===== config.mk =====
export PLATFORM = sky130hd
export DESIGN_NAME = iterative_divider
export DESIGN_NICKNAME = d
export VERILOG_FILES = /design/src/rtl/iterative_divider.sv
export SDC_FILE = /design/constraint.sdc
export NUM_CORES = 1
export LEC_CHECK = 0
export BUFFER_PORTS_ARGS = -buffer_cell sky130_fd_sc_hd__clkbuf_2
export CORE_UTILIZATION = 50
export CTS_BUF_LIST = sky130_fd_sc_hd__clkbuf_8 sky130_fd_sc_hd__clkbuf_16
export CTS_CLUSTER_DIAMETER = 200
export DETAILED_ROUTE_END_ITERATION = 6
export PLACE_DENSITY_LB_ADDON = 0.3
export SLEW_MARGIN = 25
export SYNTH_ARGS = -nofsm -noshare
export SYNTH_HDL_FRONTEND = slang
export SYNTH_SLANG_ARGS = --single-unit

===== constraint.sdc =====
create_clock -name clk -period 4.5 [get_ports clk]
set_input_delay 0.9 -clock clk [delete_from_list [all_inputs] [get_ports clk]]
set_output_delay 0.9 -clock clk [all_outputs]
set_load 0.02 [all_outputs]

===== src/rtl/iterative_divider.sv =====
// Restoring radix-2 divider: one quotient bit per clock, signed ops done on magnitudes
// with the signs fixed up afterwards. Valid/ready handshake on operands and results.
module iterative_divider #(
    parameter int WIDTH = 32
) (
    input  logic             clk,
    input  logic             rst_n,
    input  logic             in_valid,
    output logic             in_ready,
    input  logic [WIDTH-1:0] dividend,
    input  logic [WIDTH-1:0] divisor,
    input  logic             is_signed,
    output logic             out_valid,
    input  logic             out_ready,
    output logic [WIDTH-1:0] quotient,
    output logic [WIDTH-1:0] remainder,
    output logic             div_by_zero
);
    localparam int CW = $clog2(WIDTH);

    typedef enum logic [2:0] {IDLE, PREP, CALC, FIX, DONE} state_t;

    state_t           state_q, state_d;
    logic [WIDTH-1:0] orig_q, orig_d, dvd_q, dvd_d, dvs_q, dvs_d, rem_q, rem_d;
    logic [WIDTH-1:0] quo_q, quo_d, remo_q, remo_d;
    logic [CW-1:0]    cnt_q, cnt_d;
    logic             sgn_q, sgn_d, qneg_q, qneg_d, rneg_q, rneg_d, dz_q, dz_d;
    logic             dzo_q, dzo_d, ov_q, ov_d, ir_q, ir_d;
    logic [WIDTH:0]   rem_sh, diff;

    // dvd_q doubles as the quotient: dividend bits leave at the MSB, quotient bits enter at the LSB
    assign rem_sh = {rem_q, dvd_q[WIDTH-1]};
    assign diff   = rem_sh - {1'b0, dvs_q};

    always_comb begin
        state_d = state_q;
        orig_d  = orig_q;
        dvd_d   = dvd_q;
        dvs_d   = dvs_q;
        rem_d   = rem_q;
        quo_d   = quo_q;
        remo_d  = remo_q;
        cnt_d   = cnt_q;
        sgn_d   = sgn_q;
        qneg_d  = qneg_q;
        rneg_d  = rneg_q;
        dz_d    = dz_q;
        dzo_d   = dzo_q;
        ov_d    = ov_q;
        case (state_q)
            IDLE: if (in_valid) begin
                orig_d  = dividend;
                dvd_d   = dividend;
                dvs_d   = divisor;
                sgn_d   = is_signed;
                state_d = PREP;
            end
            PREP: begin
                qneg_d = 1'b0;
                rneg_d = 1'b0;
                if (sgn_q) begin
                    if (dvd_q[WIDTH-1]) dvd_d = -dvd_q;
                    if (dvs_q[WIDTH-1]) dvs_d = -dvs_q;
                    qneg_d = dvd_q[WIDTH-1] ^ dvs_q[WIDTH-1];
                    rneg_d = dvd_q[WIDTH-1];
                end
                rem_d   = '0;
                cnt_d   = CW'(WIDTH - 1);
                dz_d    = (dvs_q == '0);
                // Zero divisor still passes through FIX so every result is loaded in one place
                state_d = (dvs_q == '0) ? FIX : CALC;
            end
            CALC: begin
                dvd_d = {dvd_q[WIDTH-2:0], ~diff[WIDTH]};
                rem_d = diff[WIDTH] ? rem_sh[WIDTH-1:0] : diff[WIDTH-1:0];
                cnt_d = cnt_q - 1'b1;
                if (cnt_q == '0) state_d = FIX;
            end
            FIX: begin
                quo_d   = dz_q ? '1     : (qneg_q ? -dvd_q : dvd_q);
                remo_d  = dz_q ? orig_q : (rneg_q ? -rem_q : rem_q);
                dzo_d   = dz_q;
                ov_d    = 1'b1;
                state_d = DONE;
            end
            DONE: if (out_ready) begin
                ov_d    = 1'b0;
                state_d = IDLE;
            end
            default: state_d = IDLE;
        endcase
        ir_d = (state_d == IDLE);
    end

    always_ff @(posedge clk or negedge rst_n) begin
        if (!rst_n) begin
            state_q <= IDLE;
            orig_q  <= '0;
            dvd_q   <= '0;
            dvs_q   <= '0;
            rem_q   <= '0;
            quo_q   <= '0;
            remo_q  <= '0;
            cnt_q   <= '0;
            sgn_q   <= 1'b0;
            qneg_q  <= 1'b0;
            rneg_q  <= 1'b0;
            dz_q    <= 1'b0;
            dzo_q   <= 1'b0;
            ov_q    <= 1'b0;
            ir_q    <= 1'b1;
        end else begin
            state_q <= state_d;
            orig_q  <= orig_d;
            dvd_q   <= dvd_d;
            dvs_q   <= dvs_d;
            rem_q   <= rem_d;
            quo_q   <= quo_d;
            remo_q  <= remo_d;
            cnt_q   <= cnt_d;
            sgn_q   <= sgn_d;
            qneg_q  <= qneg_d;
            rneg_q  <= rneg_d;
            dz_q    <= dz_d;
            dzo_q   <= dzo_d;
            ov_q    <= ov_d;
            ir_q    <= ir_d;
        end
    end

    assign in_ready    = ir_q;
    assign out_valid   = ov_q;
    assign quotient    = quo_q;
    assign remainder   = remo_q;
    assign div_by_zero = dzo_q;
endmodule


# Yosys cells after proc, flatten, opt, wreduce, memory -nomap -nowiden

Index checks and enable logic that the tools add are counted.

$add $sub $neg: 5
Equal/unequal tests: 9
Multiplexer cells: 24
Bitwise logic cells: 2
Reduce and logical (&&, ||, !) cells: 14

Operators by type and width:

| cell                  | number |
|---|---|
| $mux W32              | 11 |
| $pmux W32 S2          | 2 |
| $neg A32 Y32          | 3 |
| $pmux W32 S3          | 1 |
| $sub A33 B32 Y33      | 1 |
| $logic_not A32 Y1     | 1 |
| $pmux W3 S5           | 1 |
| $ne A2 B2 Y1 const B  | 5 |
| $pmux W5 S2           | 1 |
| $mux W3               | 3 |
| $reduce_and A4 Y1     | 2 |
| $eq A3 B2 Y1 const B  | 2 |
| $logic_not A3 Y1      | 2 |
| $reduce_and A3 Y1     | 2 |
| $reduce_bool A2 Y1    | 3 |
| $logic_not A5 Y1      | 1 |
| $sub A5 B1 Y5 const B | 1 |
| $mux W1               | 4 |
| $reduce_and A2 Y1     | 2 |
| $eq A3 B1 Y1 const B  | 1 |
| $eq A3 B3 Y1 const B  | 1 |
| $reduce_bool A3 Y1    | 1 |
| $pmux W1 S2           | 1 |
| $not A1 Y1            | 1 |
| $xor A1 B1 Y1         | 1 |

Register bits: 207
Input port bits: 69
Output and inout port bits: 67
Word-level logic and storage cells: 71

# Longest topological paths before layout

Gate-level depths: netlist (run 1).

Depth after elaboration: 4
Mapped depth: 14
Mapped depth without buffers: 12

# Worst setup path before layout (run 1)

OpenSTA, ideal clock, no wires.

Kind: register to register
Start point: register dvd_q[31]
End point: register rem_q[5]
Library setup time: 0.135 ns
Data arrival time: 3.422 ns
Data required time: 4.365 ns
Slack: 0.944 ns
Cell stages (with the launch flop): 15
Path buffers: 2
Clock period less this slack: 3.556 ns
Path through: dfrtp_1 clkbuf_1 inv_1 ha_1 fa_1 nand2b_1 a21o_1 a31oi_1 o211ai_1 and3_1 o311ai_1 xor2_1 buf_4 mux2i_1 o21ai_0

Longest elaborated chain between the ends: 3

Ends and longest elaborated chain:

| element                  | line | source |
|---|---|---|
| start: declaration       | 24   | `logic [WIDTH-1:0] orig_q, orig_d, dvd_q, dvd_d, dvs_q, dvs_d, rem_q, rem_d;` |
| start signal: assignment | 115  | `dvd_q <= dvd_d;` |
| $sub A33 B32 Y33         | 33   | `assign diff = rem_sh - {1'b0, dvs_q};` |
| $mux W32                 | 75   | `rem_d = diff[WIDTH] ? rem_sh[WIDTH-1:0] : diff[WIDTH-1:0];` |
| $pmux W32 S2             | 50   | `case (state_q)` |
| end signal: assignment   | 117  | `rem_q <= rem_d;` |
| end: declaration         | 24   |  |

Every way passes these cells.
A chain may end at the register's enable or synchronous reset.

# Worst setup path after layout (run 1)

Start point: register dvd_q[31]
End point: register rem_q[9]

The elaborated chain is that of the path after synthesis.

==> impl_metrics.csv, run 1 <==
group,metric,value,unit
outcome,outcome,"finished, violations left",
outcome,violations,"DRC",
floorplanning,core,0.0252,mm²
logic_synthesis,ys.flop_type,"dfrtp_1",
logic_synthesis,syn_avg_cell_area,8.20,µm²
sta,fin_ws,0.812,ns
logic_synthesis,yosysWarnings,0,
global_route,grt_pass1_wl,60.0,mm
pwr,switchingPower,5.72,mW
sta,post-route-min-period,3.69,ns
clocking,cts.sinks,207,
logic_synthesis,syn_nets,1675,
worst_setup_path,startpoint_type,"register",
floorplanning,die_w,162,µm
sta,hold_ws,0.297,ns
sta,period_share,0.820,
hold_path,hold_class,"in -> async",
pwr,intPower,6.57,mW
sta,tns,0,ns
clocking,cts_buffers,25,
logic_synthesis,synth_common_cells,"nand2_1 (276), dfrtp_1 (206), o21ai_0 (190)",
layout,antenna_cells,0,
drt,wl_per_cell,18.3,µm
logic_synthesis,synth_area,0.0128,mm²
logic_synthesis,synth_top_area_frac,0.401,
layout,fill_cells,2253,
flow_run,max_cap_violations,0,
clocking,cts_tree,"yes",
floorplanning,start_util,0.510,
logic_synthesis,ys_ff_latch,207,
sta,fin_skew,0.0192,ns
logic_synthesis,yosys-top-cells-area,"dfrtp_1 (40%), nand2_1 (8.1%), o21ai_0 (7.4%)",
clocking,cts_resized,0,
pwr,peakVddDrop,0.000490,V
global_route,grt_max_degree,115,
logic_synthesis,async_reset_ff_frac,1.00,
worst_setup_path,arrival,4.06,ns
floorplanning,die_area,0.0263,mm²
pwr,p_sw_frac,0.465,
layout,register_area,0.00518,mm²
sta,hold_viol,0,
drt,wirelength,36.7,mm
layout,fin_util,0.585,
sta,finalSetupViolCount,0,
layout,fin_nets,1759,
sta,worst_slew_pin_slew,1.05,ns
drt,drc,27,
layout,instances_no_fill,2000,
sta,slew_viol_final,0,
logic_synthesis,seq_area_frac_synth,0.403,
worst_setup_path,cp_max_fo,27,
sta,relSlewSlack,0.301,
place,dp.final_hpwl,25.7,mm
floorplanning,io_pins,136,
drt,first_pass_iters,7,
drt,drt-initial-drc-count,1024,
clocking,clockRootBuffer,"clkbuf_16",
logic_synthesis,synth_most_common_cell,"nand2_1",
place,gp_congestion,0.906,
floorplanning,die_h,162,µm
layout,multi_input_area,0.00714,mm²
logic_synthesis,synth_area_leader_cell,"dfrtp_1",
clocking,clk_pin_slew_worst_paths,0.07,ns
clocking,postCtsHoldBufs,0,
worst_setup_path,end_kind,"register",
logic_synthesis,synthCells,1567,
worst_setup_path,path_class,"reg -> reg",
global_route,grt_pass1_vias,11502,
place,portBuffers,135,
logic_synthesis,synth_edf_count,0,
layout,area_growth,14.7,%
logic_synthesis,ys_types,70,
pwr,sequentialPowerShare,0.296,
worst_setup_path,cp_data_required_time,4.87,ns
pwr,pwr-share-clk,0.184,
place,dp.cells,1953,
clocking,post-cts-setup-buffers,0,
drt,ant_nets,0,
drt,vias_per_cell,5.97,
floorplanning,std_cell_rows,58,
place,place_ws,0.837,ns
global_route,antenna_found_initial,0,
sta,fmax,271,MHz
layout,drive_gt1_frac,0.137,
drt,vias,11934,
clocking,cts_max_level,1,
clocking,cts.path.max_buffers,3,
global_route,gr-usage-all-layers,0.281,
sta,grt_setup_unrepaired,"no",
clocking,clock_latency,0.54,ns
global_route,overflow,0,
pwr,power_density,835,mW/mm²
pwr,leakagePower,6.69,nW
pwr,pwr-share-comb,0.520,
## metal layers
| layer | part of all wire | global-route usage | vias to the layer above |
|---|---|---|---|
| met5 | 0 | 0 | - |
| met4 | 0.025 | 0.0858 | 0 |
| met3 | 0.056 | 0.0335 | 58 |
| met2 | 0.47 | 0.468 | 382 |
| met1 | 0.44 | 0.382 | 5765 |
| li1 | - | - | 5729 |
## final cells by class
| cell class | instances | share of cell area |
|---|---|---|
| clock buffers | 32 | 0.0490 |
| clock inverters | 14 | 0.0141 |
| inverters | 47 | 0.0120 |
| multi-input cells | 1215 | 0.485 |
| flip-flops and latches | 207 | 0.352 |
| well taps | 330 | 0.0280 |
| repair buffers | 155 | 0.0600 |
## worst max-delay path, cell delays in order, from the launching register on
cell and delay (ns):
dfrtp_1 0.35, inv_1 0.06, ha_1 0.23, fa_1 0.38
nand2b_1 0.19, a21o_1 0.20, a31oi_1 0.19, o211ai_1 0.17
and3_1 0.26, o311ai_1 0.55, xor2_4 0.37, buf_12 0.26
mux2i_1 0.21, o21ai_0 0.09
## per-stage QoR
| stage | power (mW) | instance area, µm² |
|---|---|---|
| detailed placement | 9.94 | 13800 |
| floorplan | 8.16 | 12800 |
| finish | 12.3 | 14700 |
| global placement | 9.76 | 13800 |
| CTS | 12.2 | 14700 |
| global route | 13.2 | 14700 |
## registers in the layout (all words and copies together) (netlist names)
register and cells:
rneg_q 1, rem_q 32, in_ready 1, div_by_zero 1
state_q 3, cnt_q 5, out_valid 1, orig_q 32
dvs_q 32, sgn_q 1, dz_q 1, remainder 32
qneg_q 1, quotient 32, dvd_q 32
## final timing paths
kind	from	endpoint	slack (ns)	depth (start not counted)
max	dvd_q[31]	rem_q[9]	0.81	13
min	rst_n	dvd_q[28]	0.30	1
max reg2reg	dvd_q[31]	rem_q[9]	0.81	13
min reg2reg	quotient[22]	quotient[22]	0.47	2
max in group asynchronous	rst_n	remainder[15]	3.18	3
min in group clk	quotient[22]	quotient[22]	0.47	2
## power by group through the flow
stage | Clock (mW) | Sequential (mW) | Combinational (mW)
floorplan | 0 | 3.58 | 4.59
global placement | 0 | 3.59 | 6.17
detailed placement | 0 | 3.64 | 6.30
CTS | 2.28 | 3.61 | 6.35
global route | 2.36 | 3.75 | 7.11
finish | 2.26 | 3.64 | 6.39
## cells by family (layout without fill, tap and decap cells)
group | after synthesis | in the layout | share of synthesized area
flops | 207 | 207 | 0.403
compound gates | 446 | 446 | 0.210
mux | 32 | 32 | 0.0249
fa+ha+maj | 39 | 39 | 0.0386
xor+xnor | 90 | 90 | 0.0614
simple gates | 608 | 608 | 0.218
buf+inv | 145 | 248 | 0.0438
## placed cells by master (no fill, tap or decap), types with 7 or more instances in the layout
| cell | Yosys | layout |
|---|---|---|
| nand2b_1 | 14 | 14 |
| nand2_1 | 276 | 275 |
| buf_4 | 2 | 16 |
| a221oi_1 | 8 | 8 |
| a31oi_1 | 11 | 11 |
| mux2i_1 | 32 | 32 |
| nor4_1 | 14 | 14 |
| nor3b_1 | 7 | 7 |
| nand3_1 | 23 | 23 |
| inv_1 | 47 | 51 |
| nor2b_1 | 8 | 8 |
| clkbuf_16 | 0 | 25 |
| a21o_1 | 8 | 8 |
| o21ai_0 | 190 | 189 |
| a222oi_1 | 22 | 22 |
| o31ai_1 | 16 | 16 |
| or3_1 | 24 | 24 |
| nor3_1 | 36 | 36 |
| nor2_1 | 144 | 143 |
| xor2_1 | 57 | 56 |
| o21bai_1 | 7 | 7 |
| nand4_1 | 8 | 8 |
| clkbuf_8 | 0 | 8 |
| a32oi_1 | 9 | 9 |
| o211ai_1 | 11 | 11 |
| a211oi_1 | 8 | 7 |
| dfrtp_1 | 206 | 204 |
| ha_1 | 38 | 38 |
| or4_1 | 9 | 9 |
| xnor2_1 | 33 | 33 |
| a21oi_1 | 109 | 109 |
| clkbuf_2 | 0 | 134 |
| and3_1 | 7 | 7 |
| and2_1 | 7 | 7 |
Note: power is estimated with default switching activity, not from simulation.
==> run 2, diff against run 1 <==
ABC_AREA = 1   (was not set)
clock period = 3.5 ns   (was 4.5 ns; I/O delays follow)
==> impl_metrics.csv, run 2 <==
group,metric,value,unit
global_route,met3_usage,0.0426,
pwr,pwr-share-clk,0.169,
worst_setup_path,cp_max_fo,23,
global_route,top_usage_layer,"met2",
pwr,power_density,934,mW/mm²
logic_synthesis,synth_edf_count,0,
drt,vias,15137,
pwr,pwr-share-comb,0.544,
logic_synthesis,ys_ff_latch,207,
clocking,post-cts-setup-buffers,0,
floorplanning,start_util,0.515,
flow_run,max_cap_violations,0,
outcome,outcome,"finished clean",
worst_setup_path,cp_num_buf_inv,2,
worst_setup_path,reg2reg_slack,0.55,ns
place,portBuffers,135,
worst_setup_path,startpoint_type,"register",
place,gp_congestion,0.990,
global_route,antenna_found_initial,0,
pwr,power.total,15.2,mW
worst_setup_path,end_kind,"register",
layout,final_common_cell,"nand2_1",
global_route,gr-usage-all-layers,0.336,
pwr,p_sw_frac,0.506,
sta,fmax,339,MHz
global_route,grt_max_degree,70,
worst_setup_path,cpPeakStageDelay,0.47,ns
sta,relSlewSlack,0.401,
clocking,cts_max_level,1,
clocking,cts.path.max_buffers,3,
logic_synthesis,yosys-top-cells-area,"dfrtp_1 (36%), nand2_1 (15%), inv_1 (7.2%)",
logic_synthesis,async_reset_ff_frac,1.00,
worst_setup_path,slowest_stage,"dfrtp_1",
logic_synthesis,synth_most_common_cell,"nand2_1",
drt,vias_per_cell,5.69,
drt,drc,0,
clocking,clock_latency,0.53,ns
layout,fill_cells,2778,
worst_setup_path,path_cells,"inv_1 -> ha_1 -> fa_1 -> inv_1 -> nand2_1 -> nand2_1 -> nand3_1 -> nand2_2 -> nand2_1 -> nand2_2 -> nand2_2 -> nand2_2 -> nand2_4 -> nand2_4 -> nand3_1 -> nand2_1 -> nand2_1",
drt,ant_nets,0,
logic_synthesis,synthCells,2156,
logic_synthesis,syn_nets,2264,
layout,multi_input_area,0.00786,mm²
global_route,grt_pass1_wl,76.3,mm
clocking,clk_pin_slew_worst_paths,0.06,ns
pwr,switchingPower,7.72,mW
drt,wirelength,49.6,mm
clocking,cts.sinks,207,
sta,grt_setup_unrepaired,"no",
logic_synthesis,syn_avg_cell_area,6.72,µm²
global_route,overflow,0,
worst_setup_path,cp-startpoint,"dvd_q[31]",
floorplanning,die_area,0.0297,mm²
hold_path,hold_class,"in -> async",
floorplanning,die_w,172,µm
logic_synthesis,synth_area_leader_cell,"dfrtp_1",
global_route,use_met1,0.485,
global_route,globalRouteMet2Util,0.522,
floorplanning,die_h,172,µm
layout,layout_common_cells,"nand2_1 (586), inv_1 (282), nor2_1 (223)",
worst_setup_path,path_class,"reg -> reg",
sta,period_share,0.843,
drt,first_pass_iters,7,
sta,post-route-min-period,2.95,ns
logic_synthesis,synth_common_cells,"nand2_1 (587), inv_1 (279), nor2_1 (224)",
pwr,sequentialPowerShare,0.287,
sta,finalSetupViolCount,0,
floorplanning,std_cell_rows,61,
worst_setup_path,path_common_cell,"nand2_1",
drt,wl_per_cell,18.6,µm
floorplanning,io_pins,136,
sta,fin_skew,0.0286,ns
layout,register_area,0.00518,mm²
logic_synthesis,ys.flop_type,"dfrtp_1",
logic_synthesis,ys_types,56,
layout,fin_nets,2374,
floorplanning,core,0.0282,mm²
logic_synthesis,synth_area,0.0145,mm²
sta,hold_viol,0,
pwr,peakVddDrop,0.000461,V
layout,area_growth,12.6,%
layout,drive_gt1_frac,0.112,
worst_setup_path,cp_data_required_time,3.90,ns
pwr,intPower,7.53,mW
worst_setup_path,arrival,3.36,ns
sta,tns,0,ns
worst_setup_path,crit_family,"simple AND/OR/NAND/NOR gates",
sta,worst_slew_pin_slew,0.896,ns
clocking,cts_resized,0,
clocking,cts_tree,"yes",
clocking,postCtsHoldBufs,0,
sta,slew_viol_final,0,
logic_synthesis,seq_area_frac_synth,0.357,
worst_setup_path,worstReg2RegStart,"dvd_q[31]",
clocking,clockRootBuffer,"clkbuf_16",
clocking,cts_buffers,24,
logic_synthesis,yosysWarnings,0,
drt,drt-initial-drc-count,1714,
place,dp.final_hpwl,38.3,mm
pwr,leakagePower,8.43,nW
logic_synthesis,synth_top_area_frac,0.356,
global_route,grt_pass1_vias,13693,
-- run 2: through the flow --
stage	instances	utilization	setup slack (ns)	instance area, µm²	hold WS [ns]
floorplan	2156	-	1.16	14500	0.404
global placement	2618	0.550	0.748	15500	0.469
detailed placement	2618	0.550	0.653	15500	0.474
CTS	2661	0.580	0.610	16300	0.242
global route	2661	0.580	0.317	16300	0.254
finish	2662	0.580	0.550	16300	0.216
-- run 2: final cells by class --
class | instances | share of cell area
timing repair buffer | 158 | 0.0533
clock buffer | 31 | 0.0427
clock inverter | 12 | 0.00736
antenna | 1 | 0.000153
inverter | 298 | 0.0685
tap | 378 | 0.0290
sequential | 207 | 0.317
multi-input combinational | 1577 | 0.482
-- run 2: metal layers --
| metal | vias up | wire length, µm |
|---|---|---|
| met4 | 0 | 1430 |
| met5 | - | 0 |
| met1 | 7152 | 22800 |
| li1 | 7283 | - |
| met2 | 619 | 22000 |
| met3 | 83 | 3370 |
-- run 2: cell families after synthesis --
family                   synth area share
buffers and inverters               0.101
flip-flops                          0.357
AO/OA/AOI/OAI                       0.148
adder cells (fa/ha/maj)            0.0342
multiplexers                      0.00622
AND/OR/NAND/NOR                     0.332
XOR/XNOR                           0.0211
-- run 2: path summary, 6_finish.rpt --
path                                 to  cells past startpoint
max in group asynchronous    orig_q[19]                      2
min in group clk               dvs_q[5]                      3
hold reg to reg                cnt_q[4]                      1
setup / recovery              rem_q[31]                     17
hold / removal             remainder[2]                      1
setup reg to reg              rem_q[31]                     17
-- run 2: power groups by stage --
stage / logic, mW / clock network, mW / registers [mW]
finish: 8.30 / 2.58 / 4.37
global route: 9.15 / 2.69 / 4.49
CTS: 8.16 / 2.60 / 4.35
detailed placement: 8.11 / 0 / 4.37
global placement: 7.98 / 0 / 4.34
floorplan: 5.33 / 0 / 4.53
==> run 3, diff against run 2 <==
clock period = 2.4 ns   (was 3.5 ns; I/O delays follow)
==> impl_metrics.csv, run 3 (synthesized netlist as in run 2, its figures left out) <==
group,metric,value,unit
outcome,outcome,"finished clean",
place,portBuffers,135,
worst_setup_path,cp_max_fo,11,
pwr,sequentialPowerShare,0.264,
global_route,grt_pass1_vias,14238,
worst_setup_path,cpPeakStageDelay,0.42,ns
global_route,overflow,0,
worst_setup_path,path_cells,"inv_2 -> ha_4 -> nand2_1 -> inv_1 -> nand2_2 -> inv_1 -> a21oi_2 -> nand2_2 -> nand2_4 -> nand3_4 -> buf_12 -> nand2_8 -> nand2_1 -> nand3_1 -> nand2_1",
floorplanning,die_area,0.0297,mm²
worst_setup_path,cp_data_required_time,2.84,ns
global_route,gr-usage-all-layers,0.344,
place,place_ws,-0.00937,ns
place,gp_congestion,1.02,
floorplanning,io_pins,136,
hold_path,hold_start,"is_signed",
sta,post-route-min-period,2.35,ns
flow_run,max_cap_violations,0,
clocking,clk_pin_slew_worst_paths,0.08,ns
clocking,cts.sinks,207,
layout,fill_cells,2648,
pwr,peakVddDrop,0.000805,V
place,dp.cells,2714,
floorplanning,die_h,172,µm
global_route,grt_max_degree,60,
worst_setup_path,reg2reg_slack,0.05,ns
layout,instances_no_fill,2782,
drt,drt-initial-drc-count,1638,
sta,relSlewSlack,0.385,
drt,wl_per_cell,18.7,µm
sta,fmax,426,MHz
worst_setup_path,startpoint_type,"register",
sta,slew_viol_final,0,
worst_setup_path,slowest_stage,"dfrtp_1",
clocking,cts.path.max_buffers,3,
layout,final_common_cell,"nand2_1",
clocking,clock_latency,0.54,ns
drt,ant_nets,0,
pwr,pwr-share-clk,0.151,
pwr,intPower,11.9,mW
drt,vias_per_cell,5.68,
drt,vias,15793,
clocking,cts_buffers,24,
floorplanning,start_util,0.515,
hold_path,hold_class,"in -> reg",
sta,worst_slew_pin_slew,0.922,ns
worst_setup_path,arrival,2.78,ns
layout,fin_nets,2493,
sta,fin_ws,0.0519,ns
floorplanning,std_cell_rows,61,
pwr,switchingPower,12.0,mW
sta,period_share,0.978,
clocking,cts_max_level,1,
pwr,p_sw_frac,0.502,
sta,fin_skew,0.0141,ns
worst_setup_path,end_kind,"register",
floorplanning,die_w,172,µm
drt,first_pass_iters,6,
layout,layout_common_cells,"nand2_1 (571), inv_1 (255), nor2_1 (217)",
worst_setup_path,worstReg2RegStart,"dvs_q[13]",
drt,drc,0,
global_route,grt_pass1_wl,78.1,mm
floorplanning,core,0.0282,mm²
hold_path,whs_path_depth,2,
sta,finalSetupViolCount,0,
worst_setup_path,path_class,"reg -> reg",
clocking,cts_tree,"yes",
hold_path,hold_end,"sgn_q",
worst_setup_path,path_common_cell,"nand2_1",
global_route,antenna_found_initial,1,
sta,hold_viol,0,
pwr,leakagePower,9.09,nW
clocking,clockRootBuffer,"clkbuf_16",
layout,drive_gt1_frac,0.196,
drt,wirelength,52.1,mm
worst_setup_path,reg2regPathDepth,15,
place,dp.final_hpwl,39.2,mm
layout,area_growth,23.5,%
sta,grt_setup_unrepaired,"yes",
pwr,pwr-share-comb,0.585,
worst_setup_path,reg2reg_to,"rem_q[25]",
pwr,power_density,1330,mW/mm²
==> run 3: worst max path at each step <==
| stage | start | endpoint | slack [ns] |
|---|---|---|---|
| 2_1_floorplan | dvd_q[31] | rem_q[20] | 0.06 |
| 3_3_place_gp | dvd_q[31] | rem_q[31] | 0.08 |
| 3_5_place_dp | dvd_q[31] | rem_q[21] | -0.009 |
| 4_1_cts | dvd_q[31] | rem_q[21] | 0.003 |
| 5_1_grt | dvs_q[0] | rem_q[7] | -0.05 |
| 6_report | dvs_q[13] | rem_q[25] | 0.05 |
==> run 3: power groups by stage <==
| stage | combinational, mW | sequential [mW] | clock, mW |
|---|---|---|---|
| 2_1_floorplan | 7.77 | 6.61 | 0 |
| 3_3_place_gp | 12.8 | 6.19 | 0 |
| 6_report | 14.0 | 6.30 | 3.60 |
| 3_5_place_dp | 13.0 | 6.24 | 0 |
| 5_1_grt | 15.3 | 6.45 | 3.77 |
| 4_1_cts | 13.0 | 6.20 | 3.62 |
==> run 3: layout make-up <==
class,count,area (µm²),area share
antenna,1,2.50,0.000140
sequential,207,5190,0.290
tap,378,473,0.0264
multi-input combinational,1579,8380,0.468
clock buffer,27,642,0.0359
clock inverter,17,128,0.00713
inverter,298,1140,0.0636
timing repair buffer,275,1950,0.109
==> run 3: per-stage QoR <==
step | instance area, µm² | total power, mW | setup TNS [ns] | utilization | hold slack, ns
after detailed placement | 16300 | 19.2 | -0.0108 | 0.580 | 0.470
after global routing | 17900 | 25.5 | -0.530 | 0.635 | 0.175
final | 17900 | 23.9 | 0 | 0.635 | 0.184
after floorplan | 14500 | 14.4 | 0 | - | 0.184
after CTS | 17100 | 22.9 | 0 | 0.608 | 0.172
after global placement | 16300 | 19.0 | 0 | 0.580 | 0.464
==> run 3: routing by layer <==
metal | part of all wire | GRT usage | vias up
li1 | - | - | 7527
met1 | 0.44 | 0.492 | 7442
met2 | 0.44 | 0.530 | 726
met3 | 0.091 | 0.0520 | 98
met4 | 0.033 | 0.110 | 0
met5 | 0 | 0 | -
==> run 3: critical path: cells and delay by family, from the launching register on <==
family	cells	cell delay, ns
AOI/OAI and AO/OA	1	0.17
adders and majority gates	1	0.23
buffers and inverters	4	0.51
DFF	1	0.42
and+or+nand+nor	9	0.91
==> run 3: what timing repair did <==
action	CTS	global route
gates resized for setup	2	116
setup buffers	0	16
cloned	0	6
pin swaps	0	34
endpoints found under the setup margin	3	36
hold buffers	1	0
hold endpoints to repair	47	0
